**src/rtl/muldiv_sequencer.sv**
```systemverilog
// Iterative RV32M multiply/divide unit: shift-add multiply and restoring divide,
// one bit per cycle, stalling the pipeline until the result is ready.
module muldiv_sequencer #(
   parameter int DATA_WIDTH = 32
) (
   input  logic                  clk,
   input  logic                  reset,
   input  logic                  start,
   input  logic                  kill,
   input  logic [2:0]            Funct3,
   input  logic [DATA_WIDTH-1:0] SrcA,
   input  logic [DATA_WIDTH-1:0] SrcB,
   output logic                  Busy,
   output logic                  Done,
   output logic                  Stall,
   output logic [DATA_WIDTH-1:0] Result
);

   localparam int W  = DATA_WIDTH;
   localparam int CW = $clog2(DATA_WIDTH);

   typedef enum logic [2:0] {
      IDLE,
      PREP,
      CALC,
      FIX,
      DONE
   } state_t;

   state_t state, nextState;

   logic [2:0]   opFunct3;
   logic [W-1:0] opA, opB;
   logic [W-1:0] magA, magB;
   logic         signA, signB;
   logic [W-1:0] accHi, accLo;
   logic [CW-1:0] count;

   logic         isDiv, isRem, aSigned, bSigned;
   logic         prepSignA, prepSignB;
   logic [W-1:0] prepMagA, prepMagB;
   logic         divZero, divOverflow, specialCase;
   logic [W-1:0] specialResult;

   logic [W:0]   mulSum;
   logic [W:0]   divShifted, divDiff;
   logic         divFits;
   logic [W-1:0] calcHi, calcLo;

   logic [2*W-1:0] product, productFinal;
   logic [W-1:0]   quotientFinal, remainderFinal, fixResult;

   logic         loadResult;
   logic [W-1:0] resultNext;

   // Operand signedness: MULH/DIV/REM treat both signed, MULHSU only rs1.
   always_comb begin
      isDiv   = opFunct3[2];
      isRem   = opFunct3[2] & opFunct3[1];
      aSigned = (opFunct3 == 3'b001) | (opFunct3 == 3'b010) |
                (opFunct3 == 3'b100) | (opFunct3 == 3'b110);
      bSigned = (opFunct3 == 3'b001) | (opFunct3 == 3'b100) | (opFunct3 == 3'b110);

      prepSignA = aSigned & opA[W-1];
      prepSignB = bSigned & opB[W-1];
      prepMagA  = prepSignA ? (~opA + 1'b1) : opA;
      prepMagB  = prepSignB ? (~opB + 1'b1) : opB;

      divZero     = isDiv & (opB == '0);
      divOverflow = isDiv & ~opFunct3[0] &
                    (opA == {1'b1, {(W-1){1'b0}}}) & (opB == '1);
      specialCase = divZero | divOverflow;

      specialResult = '0;
      if (divZero) begin
         specialResult = isRem ? opA : '1;
      end else if (divOverflow) begin
         specialResult = isRem ? '0 : opA;
      end
   end

   // One iteration: multiply adds the multiplicand when the low multiplier bit
   // is set then shifts right; divide shifts in a dividend bit and subtracts
   // the divisor only if it fits (accHi = remainder, accLo = quotient).
   always_comb begin
      mulSum     = {1'b0, accHi} + (accLo[0] ? {1'b0, magA} : {(W+1){1'b0}});
      divShifted = {accHi, accLo[W-1]};
      divDiff    = divShifted - {1'b0, magB};
      divFits    = divShifted >= {1'b0, magB};

      calcHi = '0;
      calcLo = '0;
      if (isDiv) begin
         calcHi = divFits ? divDiff[W-1:0] : divShifted[W-1:0];
         calcLo = {accLo[W-2:0], divFits};
      end else begin
         calcHi = mulSum[W:1];
         calcLo = {mulSum[0], accLo[W-1:1]};
      end
   end

   // Sign correction and result selection after the last iteration.
   always_comb begin
      product        = {accHi, accLo};
      productFinal   = (signA ^ signB) ? (~product + 1'b1) : product;
      quotientFinal  = (signA ^ signB) ? (~accLo + 1'b1) : accLo;
      remainderFinal = signA ? (~accHi + 1'b1) : accHi;

      fixResult = '0;
      case (opFunct3)
         3'b000:                 fixResult = productFinal[W-1:0];
         3'b001, 3'b010, 3'b011: fixResult = productFinal[2*W-1:W];
         3'b100, 3'b101:         fixResult = quotientFinal;
         default:                fixResult = remainderFinal;
      endcase
   end

   // Next-state logic; kill overrides everything and suppresses the result write.
   always_comb begin
      nextState  = state;
      loadResult = 1'b0;
      resultNext = '0;
      case (state)
         IDLE: begin
            if (start) nextState = PREP;
         end
         PREP: begin
            if (specialCase) begin
               nextState  = DONE;
               loadResult = 1'b1;
               resultNext = specialResult;
            end else begin
               nextState = CALC;
            end
         end
         CALC: begin
            if (count == CW'(DATA_WIDTH - 1)) nextState = FIX;
         end
         FIX: begin
            nextState  = DONE;
            loadResult = 1'b1;
            resultNext = fixResult;
         end
         DONE:    nextState = IDLE;
         default: nextState = IDLE;
      endcase
      if (kill) begin
         nextState  = IDLE;
         loadResult = 1'b0;
      end
   end

   always_ff @(posedge clk) begin
      if (reset) begin
         state <= IDLE;
         Busy  <= 1'b0;
         Done  <= 1'b0;
      end else begin
         state <= nextState;
         Busy  <= (nextState != IDLE);
         Done  <= (nextState == DONE);
      end
   end

   always_ff @(posedge clk) begin
      if (reset) begin
         opFunct3 <= '0;
         opA      <= '0;
         opB      <= '0;
         magA     <= '0;
         magB     <= '0;
         signA    <= 1'b0;
         signB    <= 1'b0;
         accHi    <= '0;
         accLo    <= '0;
         count    <= '0;
         Result   <= '0;
      end else begin
         case (state)
            IDLE: begin
               if (start && !kill) begin
                  opFunct3 <= Funct3;
                  opA      <= SrcA;
                  opB      <= SrcB;
               end
            end
            PREP: begin
               signA <= prepSignA;
               signB <= prepSignB;
               magA  <= prepMagA;
               magB  <= prepMagB;
               accHi <= '0;
               accLo <= isDiv ? prepMagA : prepMagB;
               count <= '0;
            end
            CALC: begin
               accHi <= calcHi;
               accLo <= calcLo;
               count <= count + 1'b1;
            end
            default: ;
         endcase
         if (loadResult) Result <= resultNext;
      end
   end

   // The Done cycle drops Stall so the consumer captures Result as the pipe advances.
   assign Stall = ~reset & (((state == IDLE) & start & ~kill) | (Busy & (state != DONE)));

endmodule

```
**config.mk**
```make
export PLATFORM = sky130hd
export DESIGN_NAME = muldiv_sequencer
export DESIGN_NICKNAME = d
export VERILOG_FILES = /design/src/rtl/muldiv_sequencer.sv
export SDC_FILE = /design/constraint.sdc
export NUM_CORES = 1
export LEC_CHECK = 0
export CORE_MARGIN = 2
export CORE_UTILIZATION = 35
export DETAILED_ROUTE_END_ITERATION = 12
export MAX_ROUTING_LAYER = met4
export PLACE_DENSITY = 0.63
export SLEW_MARGIN = 10
export SYNTH_ARGS = -nofsm -noshare
export SYNTH_HDL_FRONTEND = slang
export SYNTH_SLANG_ARGS = --single-unit
```
**constraint.sdc**
```tcl
create_clock -name clk -period 4.6 [get_ports clk]
set_input_delay 1.15 -clock clk [delete_from_list [all_inputs] [get_ports clk]]
set_output_delay 1.15 -clock clk [all_outputs]
set_load 0.005 [all_outputs]
```
==> summary.txt, run 1 <==
Slew HR - 24.8%
MaxCap Viol Count - 0
dpl cell area - 0.0189 mm²
count of different cell masters after synthesis - 78
multi-input logic area - 0.0115 mm²
H-tree levels - 1
total wire length - 67100 µm
Port Buffer Count - 105
Max FO, Critical Path - 5
Critical Path Source - kill
routed len/inst - 22.2 µm
DR DRC count - 0
post-cts hold buffer count - 0
HP Start - magA[0]$_SDFFE_PP0P_
register area share after synthesis - 27.8%
core area - 0.0487 mm²
CTS tree - built
share of layout cells above drive strength 1 - 6.33%
EDFF count, synth - 0
clock sink count - 239
Num CTS Buffers - 28
Area Overhead vs Synth - 15.5%
Initial Util - 35.4%
crit share post-route - 88.3%
worst clock skew - 0.0613 ns
largest net degree at the start of global routing - 83
cell count after placement - 2966
post-DR vias/cell - 5.80
post-synth net total - 2463
Global Route Usage Sum - 26.6%
final-report max-slew violation count - 0
syn avg cell area - 7.43 µm²
Nets - 2476
share of the synthesized area in the top cell type - 27.8%
Worst VDD drop - 0.000269 V
Crit Path Category - in2out
worst slew pin tran - 1.13 ns
antenna violations before repair - 1
power per cell area - 287 mW/mm²
die area - 0.0510 mm²
grt total ovfl - 0
Die H - 226 µm
hold slack - 0.458 ns
post-route ant nets - 0
Cell Rows - 81
Startpoint Class - input pin
leading area contributor after synthesis - dfxtp_1
First-pass DRT Iterations - 6
Tightest Hold Check Type - reg2reg
final setup margin - 0.539 ns
Post-DP HPWL - 51200 µm
first-pass GRT wire length - 102000 µm
DR iter-0 viols - 1786
Filler Cell Count - 5035
Register Area - 0.00479 mm²
arrival time worst endpoint - 2.91 ns
#FFs+latches synth - 239
Top Ports - 106
Leak Pwr - 7.43 nW
Overall Power - 5.72 mW
GP Congestion - 0.986
CP Capture Type - output port
Synth Flop Type - dfxtp_1
max frequency - 246 MHz
clock latency on the worst-skew pair - 0.61 ns
yosys warns - 0
post-cts resize count - 0
Mapped Cells - 2319
CP Data Required Time - 3.45 ns
setup repair bufs after CTS - 0
vias in the first global route - 16470
clk buf depth - 3
die span in x - 226 µm
setup_tns - 0 ns
CTS Root Cell - clkbuf_16
RSZ-0062 raised after global routing - no
Tmin final - 4.06 ns
asr flop ratio synth - 0%
count of final setup violators - 0
pre-CTS WS - 0.581 ns
top cells by area, synth - dfxtp_1, a21oi_1, nand2_1, xnor2_1, ha_1
fin cells - 3019
Post-Route Utilization - 40.8%
outcome - completed
clk slew on worst S/H paths - 0.06 ns
mapped cell area - 0.0172 mm²
Hold Fails Final Rpt - 0
final instance area - 0.0199 mm²
worst r2r src - opB[8]$_SDFFE_PP0P_
total number of vias - 17520
## cells in the final DEF (no fill, tap or decap), types with 12 or more instances in the layout
cell / instances
nand2_1: 289
a21oi_1: 278
dfxtp_1: 238
nor2_1: 187
o21ai_0: 153
clkdlybuf4s50_1: 104
xnor2_1: 102
xor2_1: 91
inv_1: 72
a211oi_1: 71
ha_1: 71
mux2i_1: 60
buf_4: 49
and2_1: 38
nor3_1: 37
o211ai_1: 35
a21o_1: 31
nand3_1: 30
a31oi_1: 30
clkbuf_16: 28
o31ai_1: 22
a22oi_1: 22
o22ai_1: 21
nand4_1: 20
o221ai_1: 20
nor4_1: 20
nand2b_1: 18
or3_1: 16
or2_2: 16
or4_1: 12
a221oi_1: 12
## final cells by class
cell class	count	share of cell area (%)
Sequential cell	239	24.1
Clock buffer	38	3.76
Tap cell	664	4.17
Clock inverter	14	1.38
Antenna cell	1	0.0126
Multi-Input combinational cell	1836	58.0
Inverter	72	1.36
Timing Repair Buffer	155	7.24
## cells by family (layout without fill, tap and decap cells)
logic type	Yosys count	after routing	synth area share [%]
other	0	1	0
XOR/XNOR	195	195	9.91
flip-flops	239	239	27.8
buffers and inverters	244	279	5.58
AND/OR/NAND/NOR	747	747	20.7
adder cells (fa/ha/maj)	73	73	5.39
AO/OA/AOI/OAI	757	757	26.9
multiplexers	64	64	3.75
## final timing paths
path	cells after the start	slack, ns	to
min reg2reg	2	0.46	magA[0]$_SDFFE_PP0P_
min	2	0.46	magA[0]$_SDFFE_PP0P_
max reg2reg	10	0.76	Result[31]$_SDFFE_PP0P_
max	6	0.54	Stall
## state kept, by name (all words and copies together), names as in the netlist
signal    flops
magA         32
Done          1
signA         1
state         3
Busy          1
accLo        32
opA          32
magB         32
opFunct3      3
opB          32
signB         1
count         5
accHi        32
Result       32
## critical path, stage by stage
cell	delay, ns
clkdlybuf4s50_1	0.52
nor2_1	0.29
and3_2	0.25
a21oi_1	0.05
nor2_1	0.12
clkdlybuf4s50_1	0.53
## power by group
group	internal, mW	total, mW	switching [mW]
Sequential	2.13	2.23	0.0920
Clock	1.54	2.49	0.949
Combinational	0.374	1.01	0.632
Total	4.05	5.72	1.67
## layer usage
layer / up-vias / share of wire (%) / global-route usage [%]
li1: 8346 / - / -
met1: 8357 / 44 / 35.7
met2: 683 / 44 / 40.5
met3: 134 / 7.2 / 3.83
met4: 0 / 4.3 / 9.78
met5: - / 0 / -
## Yosys cell counts (all sizes together) (10+ instances only)
cell and count:
a21oi 280, ha 71, xor2 92, clkbuf 134, o211ai 35, nand2b 20
o31ai 22, a211oi 71, mux2i 60, buf 38, nor2 190, o22ai 21
dfxtp 239, nor4 25, or4 15, nor2b 10, o41ai 11, o21ai 158
nor3 40, a221oi 12, and3 12, a31oi 30, a22oi 22, and2 38
inv 72, nand4 20, nand2 289, a21o 31, o221ai 20, or2 16
nand3 31, or3 18, xnor2 103
No activity file was read; power rests on OpenSTA's default activity.
==> run 2: changes to the inputs <==
--- a/config.mk
+++ b/config.mk
@@ -7,9 +7,12 @@
 export LEC_CHECK = 0
 export CORE_MARGIN = 2
 export CORE_UTILIZATION = 35
+export CTS_CLUSTER_SIZE = 16
 export DETAILED_ROUTE_END_ITERATION = 12
+export HOLD_SLACK_MARGIN = 0.03
 export MAX_ROUTING_LAYER = met4
 export PLACE_DENSITY = 0.63
+export SKIP_CTS_REPAIR_TIMING = 1
 export SLEW_MARGIN = 10
 export SYNTH_ARGS = -nofsm -noshare
 export SYNTH_HDL_FRONTEND = slang
==> results of run 2 <==
Same layout as run 1: the final DEF is identical, and so are final timing and power.
==> run 3: changes to the inputs <==
--- a/config.mk
+++ b/config.mk
@@ -6,12 +6,12 @@
 export NUM_CORES = 1
 export LEC_CHECK = 0
 export CORE_MARGIN = 2
-export CORE_UTILIZATION = 35
+export CORE_UTILIZATION = 61
 export CTS_CLUSTER_SIZE = 16
 export DETAILED_ROUTE_END_ITERATION = 12
 export HOLD_SLACK_MARGIN = 0.03
 export MAX_ROUTING_LAYER = met4
-export PLACE_DENSITY = 0.63
+export PLACE_DENSITY = 0.93
 export SKIP_CTS_REPAIR_TIMING = 1
 export SLEW_MARGIN = 10
 export SYNTH_ARGS = -nofsm -noshare
==> constraint.sdc (replaced) <==
create_clock -name clk -period 4.6 [get_ports clk]
set_input_delay 0.69 -clock clk [delete_from_list [all_inputs] [get_ports clk]]
set_output_delay 0.69 -clock clk [all_outputs]
set_load 0.005 [all_outputs]
==> summary.txt, run 3 (synthesized netlist as in run 1, its figures left out) <==
First-pass DRT Iterations - 9 (+3)
Tmin final - 4.06 ns (-0.00258 ns)
most frequent cells in the layout - nand2_1, a21oi_1, dfxtp_1
Hold Fails Final Rpt - 0 (unchanged)
Nets - 2465 (-0.44%)
CP Capture Type - register
CTS Root Cell - clkbuf_16
Top Ports - 106 (unchanged)
cell count after placement - 2670 (-10%)
Post-DP HPWL - 48100 µm (-6.1%)
Startpoint Class - register
grt total ovfl - 0 (unchanged)
crit share post-route - 88.2% (about the same)
Global Route Usage Sum - 44.2% (+18 points)
Leak Pwr - 7.29 nW (-2.0%)
arrival time worst endpoint - 4.45 ns (+1.54 ns)
RSZ-0062 raised after global routing - no
Port Buffer Count - 105 (unchanged)
antenna violations before repair - 2 (+1)
hold slack - 0.449 ns (-0.00838 ns)
Max FO, Critical Path - 8 (+3)
first-pass GRT wire length - 97100 µm (-4.5%)
total wire length - 64700 µm (-3.5%)
final instance area - 0.0193 mm² (-3.2%)
clk slew on worst S/H paths - 0.06 ns (about the same)
Crit Path Category - reg2reg
Worst VDD drop - 0.000363 V (+35%)
Slew HR - 33.6% (+8.8 points)
Initial Util - 62.0% (+27 points)
dpl cell area - 0.0184 mm² (-2.4%)
power per cell area - 278 mW/mm² (-3.3%)
Worst path max stage delay - 0.75 ns (+0.22 ns)
Die H - 172 µm (-24%)
CP max stage cell - o21ai_0
GP Congestion - 1.12 (+14%)
clk buf depth - 3 (unchanged)
die area - 0.0296 mm² (-42%)
Area Overhead vs Synth - 11.8%
outcome - completed
Cell Rows - 61 (-25%)
critical-path cell list - or4_1, nor4_2, nand4b_1, nor2_4, nand2_1, o21ai_0, xnor2_1, o21ai_0, a31oi_1
MaxCap Viol Count - 0 (unchanged)
commonest non-fill, non-tap cell in the layout - nand2_1
fin cells - 2719 (-9.9%)
max frequency - 246 MHz (about the same)
vias in the first global route - 16557 (+0.53%)
Post-Route Utilization - 69.4% (+29 points)
H-tree levels - 1 (unchanged)
total number of vias - 18097 (+3.3%)
Num CTS Buffers - 27 (-3.6%)
DR iter-0 viols - 2548 (+43%)
post-DR vias/cell - 6.66 (+15%)
die span in x - 172 µm (-24%)
core area - 0.0278 mm² (-43%)
Tightest Hold Check Type - reg2reg
setup_tns - 0 ns (unchanged)
clock sink count - 239 (unchanged)
final-report max-slew violation count - 0 (unchanged)
DR DRC count - 0 (unchanged)
post-route ant nets - 0 (unchanged)
largest net degree at the start of global routing - 121 (+46%)
routed len/inst - 23.8 µm (+7.1%)
cell mode on critical path - o21ai_0
share of layout cells above drive strength 1 - 5.90% (-0.43 points)
CTS tree - built
worst slew pin tran - 0.994 ns (-0.132 ns)
CP Data Required Time - 4.99 ns (+1.54 ns)
count of final setup violators - 0 (unchanged)
worst clock skew - 0.0206 ns (-0.0407 ns)
clock latency on the worst-skew pair - 0.57 ns (-0.04 ns)
## run 3: cell count changes in the layout (fill, tap and decap cells not counted), moves of 3 or more
cell        change
bufinv_16       -6
clkbuf_1        -4
clkbuf_8        +3
clkinvlp_4      +5
buf_4           -9
## run 3: routing by layer
metal | track usage (%) | vias up | share of wire, %
li1 | - | 8300 | -
met4 | 24.4 | 0 | 6.6
met5 | - | - | 0
met1 | 55.1 | 8468 | 39
met2 | 65.4 | 1070 | 43
met3 | 11.3 | 259 | 11
## run 3: area by class of cell
type,instances,area (µm²)
Antenna cell,2,5.00
Clock buffer,36,749
Clock inverter,11,96.3
Fill cell,2343,8510
Inverter,72,270
Multi-Input combinational cell,1836,11500
Sequential cell,239,4790
Tap cell,378,473
Timing Repair Buffer,145,1360
## run 3: metrics by stage
step | setup slack (ns) | power (mW)
2_1_floorplan | 1.21 | 2.89
3_3_place_gp | 0.919 | 3.21
3_5_place_dp | 0.891 | 3.22
4_1_cts | 0.865 | 5.30
5_1_grt | 0.542 | 5.50
6_report | 0.542 | 5.36
## run 3: final timing paths
| check | start | endpoint | slack [ns] | cells past startpoint |
|---|---|---|---|---|
| setup / recovery | accLo[12]$_SDFFE_PP0P_ | Result[13]$_SDFFE_PP0P_ | 0.54 | 9 |
| hold / removal | magA[27]$_SDFFE_PP0P_ | magA[27]$_SDFFE_PP0P_ | 0.45 | 2 |
| setup reg to reg | accLo[12]$_SDFFE_PP0P_ | Result[13]$_SDFFE_PP0P_ | 0.54 | 9 |
| hold reg to reg | magA[27]$_SDFFE_PP0P_ | magA[27]$_SDFFE_PP0P_ | 0.45 | 2 |
## run 3: report_power, final
group	total [mW]	switching, mW	internal, mW
logic	1.00	0.635	0.369
registers	2.22	0.0851	2.13
clock network	2.13	0.937	1.20
## run 3: worst max-delay path, delay by kind of cell, from the launching register on
family	cells	cell delay [ns]
and+or+nand+nor	5	2.11
AOI/OAI and AO/OA	3	1.23
DFF	1	0.39
xor gates and xnor gates	1	0.15
